[config.mk]
export PLATFORM = sky130hd
export DESIGN_NAME = alu_issue_arbiter
export DESIGN_NICKNAME = d
export VERILOG_FILES = /design/src/rtl/alu_pkg.sv /design/src/rtl/alu_issue_arbiter_rr_multi_picker.sv /design/src/rtl/alu_issue_arbiter.sv
export SDC_FILE = /design/constraint.sdc
export NUM_CORES = 1
export LEC_CHECK = 0
export ABC_AREA = 1
export CORE_MARGIN = 4
export CORE_UTILIZATION = 54
export CTS_BUF_LIST = sky130_fd_sc_hd__clkbuf_16
export CTS_CLUSTER_SIZE = 16
export DETAILED_ROUTE_END_ITERATION = 10
export PLACE_DENSITY = 0.85
export SLEW_MARGIN = 15
export SYNTH_ARGS = -nofsm -noshare
export SYNTH_HDL_FRONTEND = slang
export SYNTH_SLANG_ARGS = --single-unit
export TNS_END_PERCENT = 5
[constraint.sdc]
create_clock -name clk -period 6.2 [get_ports clk]
set_input_delay 1.24 -clock clk [delete_from_list [all_inputs] [get_ports clk]]
set_output_delay 1.24 -clock clk [all_outputs]
set_load 0.02 [all_outputs]
[src/rtl/alu_pkg.sv]
// Shared integer-op encodings and widths for the ALU issue path.
// is_alu_op() separates ops the ALU bank executes from those routed elsewhere.
package alu_pkg;

  localparam int OPTYPE_W = 4;
  localparam int TAG_W    = 6;

  localparam logic [OPTYPE_W-1:0] OP_ADD  = 4'd1;
  localparam logic [OPTYPE_W-1:0] OP_ADDI = 4'd2;
  localparam logic [OPTYPE_W-1:0] OP_LUI  = 4'd3;
  localparam logic [OPTYPE_W-1:0] OP_ORI  = 4'd4;
  localparam logic [OPTYPE_W-1:0] OP_XOR  = 4'd5;
  localparam logic [OPTYPE_W-1:0] OP_SRAI = 4'd6;
  localparam logic [OPTYPE_W-1:0] OP_LB   = 4'd7;
  localparam logic [OPTYPE_W-1:0] OP_LW   = 4'd8;
  localparam logic [OPTYPE_W-1:0] OP_SB   = 4'd9;
  localparam logic [OPTYPE_W-1:0] OP_SW   = 4'd10;

  function automatic logic is_alu_op(input logic [OPTYPE_W-1:0] op);
    return (op >= OP_ADD) && (op <= OP_SRAI);
  endfunction

endpackage

[src/rtl/alu_issue_arbiter_rr_multi_picker.sv]
// N-of-M round-robin matcher: the j-th eligible requester (scanning from ptr)
// is paired with the j-th free slot (scanning upward).
module rr_multi_picker #(
  parameter int N_REQ  = 4,
  parameter int N_SLOT = 3,
  parameter int IDX_W  = 2
) (
  input  logic [N_REQ-1:0]        elig,
  input  logic [N_SLOT-1:0]       free,
  input  logic [IDX_W-1:0]        ptr,
  output logic [N_REQ-1:0]        grant,
  output logic [N_SLOT-1:0]       slot_hit,
  output logic [N_SLOT*IDX_W-1:0] slot_idx,
  output logic [IDX_W-1:0]        last_idx,
  output logic                    any_grant
);

  always_comb begin
    logic [IDX_W-1:0] idx;
    logic             placed;
    grant     = '0;
    slot_hit  = '0;
    slot_idx  = '0;
    last_idx  = ptr;
    any_grant = 1'b0;
    idx       = '0;
    placed    = 1'b0;
    for (int j = 0; j < N_REQ; j++) begin
      idx    = IDX_W'((int'(ptr) + j) % N_REQ);
      placed = 1'b0;
      if (elig[idx]) begin
        // Once every free slot is taken, later requesters simply find no home.
        for (int k = 0; k < N_SLOT; k++) begin
          if (!placed && free[k] && !slot_hit[k]) begin
            placed                       = 1'b1;
            slot_hit[k]                  = 1'b1;
            slot_idx[k*IDX_W +: IDX_W]   = idx;
            grant[idx]                   = 1'b1;
            last_idx                     = idx;
            any_grant                    = 1'b1;
          end
        end
      end
    end
  end

endmodule

[src/rtl/alu_issue_arbiter.sv]
// Issues ready integer ops from the issue queue into per-ALU slots; each slot
// holds its op until the CDB accepts the result.
module alu_issue_arbiter
  import alu_pkg::*;
#(
  parameter int N_REQ     = 4,
  parameter int N_ALU     = 3,
  parameter int REQ_IDX_W = 2
) (
  input  logic                         clk,
  input  logic                         rstn,
  input  logic                         flush,
  input  logic [N_REQ-1:0]             req_valid,
  input  logic [OPTYPE_W*N_REQ-1:0]    req_optype,
  input  logic [TAG_W*N_REQ-1:0]       req_dr,
  output logic [N_REQ-1:0]             grant,
  output logic [N_ALU-1:0]             alu_number,
  output logic [OPTYPE_W*N_ALU-1:0]    alu_optype,
  output logic [TAG_W*N_ALU-1:0]       alu_dr,
  output logic [REQ_IDX_W*N_ALU-1:0]   alu_src_sel,
  input  logic [N_ALU-1:0]             wb_ready,
  output logic [1:0]                   busy_count,
  output logic                         err_illegal
);

  logic [N_ALU-1:0]           valid_q,  valid_d;
  logic [OPTYPE_W*N_ALU-1:0]  optype_q, optype_d;
  logic [TAG_W*N_ALU-1:0]     dr_q,     dr_d;
  logic [REQ_IDX_W*N_ALU-1:0] src_q,    src_d;
  logic [REQ_IDX_W-1:0]       rr_ptr_q, rr_ptr_d;
  logic                       err_q,    err_d;

  logic [N_REQ-1:0]           legal;
  logic [N_REQ-1:0]           elig;
  logic [N_ALU-1:0]           free;
  logic [N_ALU-1:0]           slot_hit;
  logic [REQ_IDX_W*N_ALU-1:0] slot_idx;
  logic [REQ_IDX_W-1:0]       last_idx;
  logic                       any_grant;

  always_comb begin
    legal = '0;
    for (int i = 0; i < N_REQ; i++) begin
      legal[i] = is_alu_op(req_optype[i*OPTYPE_W +: OPTYPE_W]);
    end
  end

  // Gating eligibility (not grants) keeps the matcher from claiming slots
  // during reset or flush.
  assign elig = req_valid & legal & {N_REQ{rstn & ~flush}};
  assign free = ~valid_q | wb_ready;

  rr_multi_picker #(
    .N_REQ (N_REQ),
    .N_SLOT(N_ALU),
    .IDX_W (REQ_IDX_W)
  ) u_picker (
    .elig     (elig),
    .free     (free),
    .ptr      (rr_ptr_q),
    .grant    (grant),
    .slot_hit (slot_hit),
    .slot_idx (slot_idx),
    .last_idx (last_idx),
    .any_grant(any_grant)
  );

  always_comb begin
    logic [REQ_IDX_W-1:0] src;
    valid_d  = valid_q;
    optype_d = optype_q;
    dr_d     = dr_q;
    src_d    = src_q;
    src      = '0;
    for (int k = 0; k < N_ALU; k++) begin
      src = slot_idx[k*REQ_IDX_W +: REQ_IDX_W];
      if (slot_hit[k]) begin
        valid_d[k]                            = 1'b1;
        optype_d[k*OPTYPE_W +: OPTYPE_W]      = req_optype[int'(src)*OPTYPE_W +: OPTYPE_W];
        dr_d[k*TAG_W +: TAG_W]                = req_dr[int'(src)*TAG_W +: TAG_W];
        src_d[k*REQ_IDX_W +: REQ_IDX_W]       = src;
      end else if (free[k]) begin
        valid_d[k] = 1'b0;
      end
    end
    if (flush) begin
      valid_d = '0;
    end
    rr_ptr_d = any_grant ? REQ_IDX_W'((int'(last_idx) + 1) % N_REQ) : rr_ptr_q;
    err_d    = err_q | (|(req_valid & ~legal));
  end

  always_ff @(posedge clk) begin
    if (!rstn) begin
      valid_q  <= '0;
      optype_q <= '0;
      dr_q     <= '0;
      src_q    <= '0;
      rr_ptr_q <= '0;
      err_q    <= 1'b0;
    end else begin
      valid_q  <= valid_d;
      optype_q <= optype_d;
      dr_q     <= dr_d;
      src_q    <= src_d;
      rr_ptr_q <= rr_ptr_d;
      err_q    <= err_d;
    end
  end

  always_comb begin
    busy_count = '0;
    for (int k = 0; k < N_ALU; k++) begin
      busy_count = busy_count + {1'b0, valid_q[k]};
    end
  end

  assign alu_number  = valid_q;
  assign alu_optype  = optype_q;
  assign alu_dr      = dr_q;
  assign alu_src_sel = src_q;
  assign err_illegal = err_q;

endmodule

# Word level (Yosys, flattened, before mapping)
# Index checks and enable logic that the tools add are counted.
# word_totals
register_bits,42
inputBits,50
wordCells,233
# op_classes
add_sub_neg,6
mul,3
magnitude_cmp,16
n_shift,6
mux,120
bitwise_logic,21
n_reduce_logical,47
# ops
cell,n
two-way mux 4 bit,24
indexed part select 24 x 6 -> 6 bit,3
two-way mux 1 bit,56
two-way mux 2 bit,24
indexed part select 16 x 5 -> 4 bit,3
bitwise OR 4 bit,11
logical AND 1 bit,25
two-way mux 6 bit,4
logical NOT 1 bit,17
greater-or-equal comparator 4 x 1 -> 1 bit (second input constant),4
<= comparator 4 x 3 -> 1 bit (second input constant),4
AND 4 bit,3
less-than comparator 2 x 3 -> 1 bit (second input constant),4
multiplier 2 x 2 -> 4 bit (second input constant),3
two-way mux 3 bit,4
binary-select mux 1 bit (select 2 bit),4
demux 1 bit (select 2 bit),4
greater-or-equal comparator 2 x 1 -> 1 bit (second input constant),4
nonzero test 2 bit,3
adder 2 x 1 -> 2 bit (second input constant),2
adder 2 bit (second input constant),2
inverter 4 bit,1
OR reduction 4 bit,1
inverter 3 bit,1
7 further kinds,8

# Longest topological paths before layout
# Gate-level depths: netlist of the first run.
# logic_depth
ltp_word,59
mapped_depth,23

# By module
# Synthesis of the first run repeated with hierarchy kept, for this count alone.
# hier_totals
cells_unflattened,587
area_unflattened_um2,3567.2
# modules_own_cells
module,n_inst,cells_per_inst,area_each_um2,seq_area_each_um2
alu_issue_arbiter,1,423,2603.7,840.8
rr_multi_picker,1,164,963.4,0.0

# Worst setup path before layout of the first run
# Ideal clock, no wire load.
# synth_timing
kind,input to output
from,in flush
to,out grant[2]
arrival_ns,2.965
t_required_ns,4.960
setup_slack_ns,1.995
path_stages,15
n_path_buf,0
path_cell_list,inv_1 -> nand2_2 -> nor2_1 -> nand4_2 -> nand3_2 -> nand2_4 -> nand3_2 -> nand2_1 -> inv_2 -> nand2_2 -> nand2_2 -> nand3_1 -> o21bai_1 -> nand2_1 -> o2111ai_1
# synth_between
elab_chain_len,38
word_cells_on_any_way,90
classes_between,mux: 48; bitwise: 12; reduce/logical: 30
# synth_rtl
element,line_no,rtl
from (decl),alu_issue_arbiter.sv:12,"input logic flush,"
inverter 1 bit *,alu_issue_arbiter.sv:50,assign elig = req_valid & legal & {N_REQ{rstn & ~flush}};
AND 1 bit *,alu_issue_arbiter.sv:50,
AND 4 bit *,alu_issue_arbiter.sv:50,
binary-select mux 1 bit (select 2 bit),alu_issue_arbiter_rr_multi_picker.sv:31,if (elig[idx]) begin
two-way mux 1 bit (implied by the code),alu_issue_arbiter_rr_multi_picker.sv:31,
two-way mux 3 bit,alu_issue_arbiter_rr_multi_picker.sv:31,
logical NOT 1 bit,alu_issue_arbiter_rr_multi_picker.sv:34,if (!placed && free[k] && !slot_hit[k]) begin
logical AND 1 bit,alu_issue_arbiter_rr_multi_picker.sv:34,
(+22 left out),n/a,
two-way mux 4 bit,alu_issue_arbiter_rr_multi_picker.sv:34,
two-way mux 4 bit,alu_issue_arbiter_rr_multi_picker.sv:31,
bitwise OR 4 bit (no source line),n/a,
two-way mux 4 bit,alu_issue_arbiter_rr_multi_picker.sv:34,
two-way mux 4 bit,alu_issue_arbiter_rr_multi_picker.sv:31,
bitwise OR 4 bit (no source line),n/a,
two-way mux 4 bit,alu_issue_arbiter_rr_multi_picker.sv:34,
two-way mux 4 bit *,alu_issue_arbiter_rr_multi_picker.sv:31,
to (decl),alu_issue_arbiter.sv:16,"output logic [N_REQ-1:0] grant,"
# Every way passes the cells marked *; elsewhere a longest branch is shown, timed or not. The select of a mux whose other input is x is not followed.

# Final worst setup path of the first run
# layout_timing
from,in req_optype[6]
to,out grant[2]
# layout_between
elab_chain_len,39
word_cells_on_any_way,92
classes_between,order compare: 2; mux: 48; bitwise: 11; reduce/logical: 31
# layout_rtl
element,line_no,rtl
from (decl),alu_issue_arbiter.sv:14,"input logic [OPTYPE_W*N_REQ-1:0] req_optype,"
greater-or-equal comparator 4 x 1 -> 1 bit or <= comparator 4 x 3 -> 1 bit (tied branches),alu_pkg.sv:20,return (op >= OP_ADD) && (op <= OP_SRAI);
logical AND 1 bit *,alu_pkg.sv:20,
AND 4 bit * (2 in series),alu_issue_arbiter.sv:50,
binary-select mux 1 bit (select 2 bit),alu_issue_arbiter_rr_multi_picker.sv:31,
two-way mux 1 bit (implied by the code),alu_issue_arbiter_rr_multi_picker.sv:31,
two-way mux 3 bit,alu_issue_arbiter_rr_multi_picker.sv:31,
logical NOT 1 bit,alu_issue_arbiter_rr_multi_picker.sv:34,
logical AND 1 bit,alu_issue_arbiter_rr_multi_picker.sv:34,
(+22 left out),n/a,
two-way mux 4 bit,alu_issue_arbiter_rr_multi_picker.sv:34,
two-way mux 4 bit,alu_issue_arbiter_rr_multi_picker.sv:31,
bitwise OR 4 bit (no source line),n/a,
two-way mux 4 bit,alu_issue_arbiter_rr_multi_picker.sv:34,
two-way mux 4 bit,alu_issue_arbiter_rr_multi_picker.sv:31,
bitwise OR 4 bit (no source line),n/a,
two-way mux 4 bit,alu_issue_arbiter_rr_multi_picker.sv:34,
two-way mux 4 bit *,alu_issue_arbiter_rr_multi_picker.sv:31,
# Marks and branches as above.

==> impl_metrics.ini, run 1 <==
[run_status]
outcome = finished, final reports clean

[pwr]
ir_worst_vdd_v = 0.000343
power.total_mw = 2.60
p_leak_nw = 2.47
power_density_nw_per_um2 = 539

[critical_path]
crit_buf_inv = 3
worst-path-max-fanout = 7
cp-start-kind = input port
critPathKind = in2out
crit_top_cell = nand2_2
crit_family = simple AND/OR/NAND/NOR gates
crit_required_ns = 4.96
path_cells = clkdlybuf4s50_1 -> inv_1 -> nand3_1 -> nand4_1 -> nand3_2 -> nand2_4 -> nand2_2 -> nand2_1 -> nand2_1 -> nand2_2 -> nand2_2 -> nand2_2 -> nand3_1 -> o21bai_1 -> nand2_1 -> o2111ai_1 -> clkdlybuf4s50_1
worst_path_max_delay_cell = clkdlybuf4s50_1
worstPathArrival_ns = 4.41
worstSetupEndpointType = output pin
slowest_delay_ns = 0.68

[finish]
postLayoutCellArea_um2 = 4820
antenna_cells = 0
nets = 749
drive_gt1_share_pct = 9.12
final_cells = 768
area_growth_syn_to_layout_pct = 31.8

[clock_network]
postCtsSetupBuffers = 0
cts_root_buf = clkbuf_16
path_clk_slew_ns = 0.06
tritoncts = yes
cts_buffer_depth = 2
hold_buffers = 0
htreeDepth = 2
clock_latency_ns = 0.29
cts_buffers = 5
cts_sinks = 42
cts_resized = 0

[detailed_routing]
drt_iter0_markers = 339
routedWlPerCell_um = 16.3
drc = 0
postRouteAntennaNets = 0
num_vias = 4529
dr.pass1.iters = 6
viasPerCell = 5.90
wirelength_um = 12500

[global_route]
grt_max_degree = 38
grt_pass1_wl_um = 20500
grtUsageTotal_pct = 30.1
antenna_found_initial = 0
grt_overflow_total = 0
first_global_vias = 4501

[timing]
fmax_ghz = 0.177
setup_tns_ns = 0
maxSlewViolCount = 0
setup_viol = 0
hold_violations = 0
clock_skew_ns = 0.00543
finalCritPeriodShare_pct = 91.1
tightest_slew_ns = 0.979
grt_setup_unrepaired = false
fin_crit_ns = 5.65
slew_headroom_pct = 34.7

[place]
dp_cells = 760
post_dp_cell_area_um2 = 4630
portBuffers = 95
hpwl_um = 9530
gp_congestion = 1.05

[die]
die_h_um = 90.3
die_w_um = 90.3
initial_core_util_pct = 56.6
num_rows = 29
core_region_area_um2 = 6460
die_area_um2 = 8150
io_pins = 96

[logic_synthesis]
yosysWarningCount = 0
synth_nets = 662
synth_area_um2 = 3650
synth-seq-cells = 42
avgSynthCellArea_um2 = 6.06
synth_largest_area_cell = dfxtp_1
synth_top_area_share_pct = 23.0
seq_area_frac_synth_pct = 23.0
yosysUniqueCellTypes = 36
yosys-top-cells-area = dfxtp_1 23%, nand2_1 14%, nand3_1 13%, inv_1 11%, o211ai_1 8.0%
syn_inst = 603

[run]
cap_violations = 0

[min_path]
min_path_type = reg2reg
==> cell usage after synthesis <==
cell       instances
nand2_4            5
o22ai_1            1
o21ai_1            3
o21ai_4            1
o2111ai_1          4
clkbuf_1           6
nand2_1          133
buf_6              1
nand4_2            1
o21ai_2            2
o21ai_0           22
buf_2             11
nor2_1            25
a32oi_1            4
or2_2              9
clkinv_1           1
a31oi_1            1
nand3_1           92
clkinv_2           1
nor2_4             1
a41oi_1            1
ha_1               8
nor3_1             4
nand3_2            6
nor2_2             4
nand2_2           10
o211ai_1          39
inv_1            111
nand4_1           11
dfxtp_1           42
inv_2             10
o21bai_1           1
a21oi_1           28
buf_4              2
o221ai_1           1
fa_1               1
==> layout make-up <==
cell class / instances / area [um^2]
multi-input cells: 418 / 2250
fillers: 519 / 1640
repair buffers: 100 / 988
flip-flops and latches: 42 / 841
inverters: 123 / 463
clock buffers: 5 / 125
well taps: 77 / 96.3
clock inverters: 3 / 48.8
==> tightest hold or removal path, cell delays in order (launching register included) <==
cell	delay, ns
dfxtp_1	0.31
nand2_1	0.06
nor2_1	0.03
==> sequential cells by signal (all words and copies together) (netlist names) <==
name and cells:
err_illegal 1, alu_dr 18, alu_number 3, rr_ptr_q 2
alu_src_sel 6, alu_optype 12
==> kinds of logic (layout without fill, tap and decap cells) <==
family / count (synthesis) / in the layout / share of synthesized area, %
flops: 42 / 42 / 23.0
compound gates: 108 / 108 / 19.1
simple gates: 301 / 301 / 39.0
buf+inv: 143 / 231 / 15.5
fa+ha+maj: 9 / 9 / 3.29
==> cell usage in the layout (no fill, tap or decap), types with 2 or more instances in the layout <==
| cell type | instances |
|---|---|
| nor2_2 | 4 |
| a32oi_1 | 4 |
| nand3_2 | 6 |
| ha_1 | 8 |
| or2_2 | 9 |
| nand2_2 | 10 |
| clkdlybuf4s50_1 | 95 |
| nor3_1 | 4 |
| a21oi_1 | 28 |
| o211ai_1 | 39 |
| buf_4 | 5 |
| o21ai_0 | 22 |
| dfxtp_1 | 42 |
| o21ai_1 | 3 |
| inv_1 | 111 |
| nand4_1 | 11 |
| nand2_1 | 133 |
| inv_2 | 10 |
| o21ai_4 | 2 |
| o2111ai_1 | 4 |
| nand3_1 | 92 |
| nand2_4 | 5 |
| clkbuf_16 | 5 |
| nor2_1 | 25 |
==> report_power, final <==
group / total (mW) / internal (mW) / switching (mW) / leakage (nW)
combinational: 1.85 / 0.662 / 1.19 / 2.05
sequential: 0.437 / 0.375 / 0.0620 / 0.346
clock: 0.312 / 0.193 / 0.119 / 0.0819
==> per-layer routing <==
metal | vias up | global-route usage, % | part of all wire [%]
met5 | - | 0 | 0
met4 | 0 | 18.6 | 4.4
met3 | 50 | 5.92 | 9.3
met2 | 281 | 51.1 | 48
met1 | 2039 | 34.7 | 39
li1 | 2159 | - | -
==> metrics by stage <==
step / hold WS [ns] / utilization [%] / setup WS (ns)
2_1_floorplan: 0.514 / - / 2.00
3_3_place_gp: 0.428 / 71.8 / 0.728
3_5_place_dp: 0.428 / 71.8 / 0.666
4_1_cts: 0.440 / 74.4 / 0.659
5_1_grt: 0.478 / 74.6 / 0.287
6_report: 0.438 / 74.6 / 0.550
==> worst paths after layout <==
check	from	end	slack, ns	cells past startpoint
setup / recovery	req_optype[6]	grant[2]	0.55	17
hold / removal	alu_optype[3]$_SDFFE_PN0P_	alu_optype[3]$_SDFFE_PN0P_	0.44	2
setup reg to reg	rr_ptr_q[1]$_SDFFE_PN0P_	alu_optype[6]$_SDFFE_PN0P_	2.44	16
hold reg to reg	alu_optype[3]$_SDFFE_PN0P_	alu_optype[3]$_SDFFE_PN0P_	0.44	2
No activity file was read; power rests on OpenSTA's default activity.
==> inputs of run 2 (changes only) <==
Settings changed: GPL_ROUTABILITY_DRIVEN from default to 0, SLEW_MARGIN 15 to default.
==> run 2 against run 1 <==
Combinational power is essentially flat. Count of clock-buffer cells in the layout is the same. Power shrank 2.6%.
==> impl_metrics.ini, run 2 (synthesis gave the netlist of run 1 again) <==
[pwr]
p_leak_nw = 2.46
ir_worst_vdd_v = 0.000424
power_density_nw_per_um2 = 530

[clock_network]
htreeDepth = 2
tritoncts = yes
cts_root_buf = clkbuf_16
hold_buffers = 0
postCtsSetupBuffers = 0
path_clk_slew_ns = 0.06
cts_buffers = 5
clock_latency_ns = 0.28
cts_buffer_depth = 2
cts_sinks = 42
cts_resized = 0

[critical_path]
critPathKind = in2out
cp-start-kind = input port
r2r_cells = 16
crit_required_ns = 4.96
worst-path-max-fanout = 7
worstPathArrival_ns = 4.32
worstSetupEndpointType = output pin

[global_route]
grt_overflow_total = 0
grt_pass1_wl_um = 20100
antenna_found_initial = 0
first_global_vias = 4398
grt_max_degree = 38
grtUsageTotal_pct = 29.1

[detailed_routing]
drt_iter0_markers = 375
num_vias = 4536
routedWlPerCell_um = 15.8
dr.pass1.iters = 5
wl_met3_um = 1230
viasPerCell = 5.91
dr.max_layer_used = met4
drc = 0
wirelength_um = 12100
postRouteAntennaNets = 0
dr_wl_met2_um = 5810
wl_met1_um = 4700

[place]
hpwl_um = 8980
portBuffers = 95
post_dp_cell_area_um2 = 4630

[timing]
maxSlewViolCount = 0
clock_skew_ns = 0.00415
hold_violations = 0
setup_tns_ns = 0
fmax_ghz = 0.180
grt_setup_unrepaired = false
tightest_slew_ns = 0.877
finalCritPeriodShare_pct = 89.7
setup_viol = 0
fin_crit_ns = 5.56
slew_headroom_pct = 41.5

[min_path]
min_path_type = reg2reg
hold_depth = 2

[finish]
postLayoutCellArea_um2 = 4770
nets = 749
layout_commonest_cell = nand2_1
largest_reg_flops = 18
final_cell_mix = 133 x nand2_1, 112 x inv_1, 95 x clkdlybuf4s50_1
area_growth_syn_to_layout_pct = 30.6
antenna_cells = 0
drive_gt1_share_pct = 8.83

[die]
num_rows = 29
die_h_um = 90.3
die_w_um = 90.3
initial_core_util_pct = 56.6
core_region_area_um2 = 6460
die_area_um2 = 8150
io_pins = 96

[run]
cap_violations = 0

[run_status]
outcome = finished, final reports clean
-- run 2: changes by cell type in the layout (fill, tap and decap cells not counted) --
cell,change
bufinv_16,-1
clkinv_1,+1
clkinv_2,+1
clkinvlp_4,-1
inv_1,+1
inv_8,-1
o21ai_2,+1
o21ai_4,-1
-- run 2: path summary, 6_finish.rpt --
check,from,to,slack (ns)
max,req_optype[6],grant[3],0.64
min,alu_optype[11]$_SDFFE_PN0P_,alu_optype[11]$_SDFFE_PN0P_,0.44
max reg2reg,rr_ptr_q[1]$_SDFFE_PN0P_,alu_dr[9]$_SDFFE_PN0P_,2.49
min reg2reg,alu_optype[11]$_SDFFE_PN0P_,alu_optype[11]$_SDFFE_PN0P_,0.44
-- run 2: per-stage QoR --
step	worst slack, ns	cells	utilization, %	total power, mW	hold WS [ns]
2_1_floorplan	2.00	603	-	1.69	0.514
3_3_place_gp	0.871	760	71.8	2.19	0.425
3_5_place_dp	0.728	760	71.8	2.23	0.430
4_1_cts	0.721	768	73.9	2.50	0.439
5_1_grt	0.448	768	73.9	2.72	0.466
6_report	0.639	768	73.9	2.53	0.441
-- run 2: cell type report --
class / count / area [um^2]
flip-flops and latches: 42 / 841
multi-input cells: 418 / 2250
repair buffers: 100 / 988
clock buffers: 5 / 125
fillers: 546 / 1690
inverters: 123 / 463
well taps: 77 / 96.3
clock inverters: 3 / 12.5
-- run 2: power breakdown --
part	switching (mW)	leakage, nW	internal [mW]
clock	0.108	0.0724	0.146
sequential	0.0664	0.346	0.375
combinational	1.17	2.04	0.664
-- run 2: critical path, cell delays in order --
cell             delay, ns
clkdlybuf4s50_1       0.58
nand3_1               0.11
nand2_1               0.07
inv_1                 0.05
nand4_1               0.13
nand3_2               0.14
nand2_4               0.14
nand2_2               0.10
nand2_1               0.07
nand2_1               0.06
nand2_2               0.10
nand2_2               0.09
nand2_2               0.10
nand3_1               0.09
o21bai_1              0.15
nand2_1               0.14
inv_1                 0.14
nand2_1               0.07
o2111ai_1             0.09
clkdlybuf4s50_1       0.64
-- run 2: per-layer routing --
metal | GRT usage (%) | vias to the layer above
met5 | 0 | -
met4 | 11.7 | 0
met3 | 5.08 | 51
met2 | 50.5 | 282
met1 | 35.5 | 2048
li1 | - | 2155
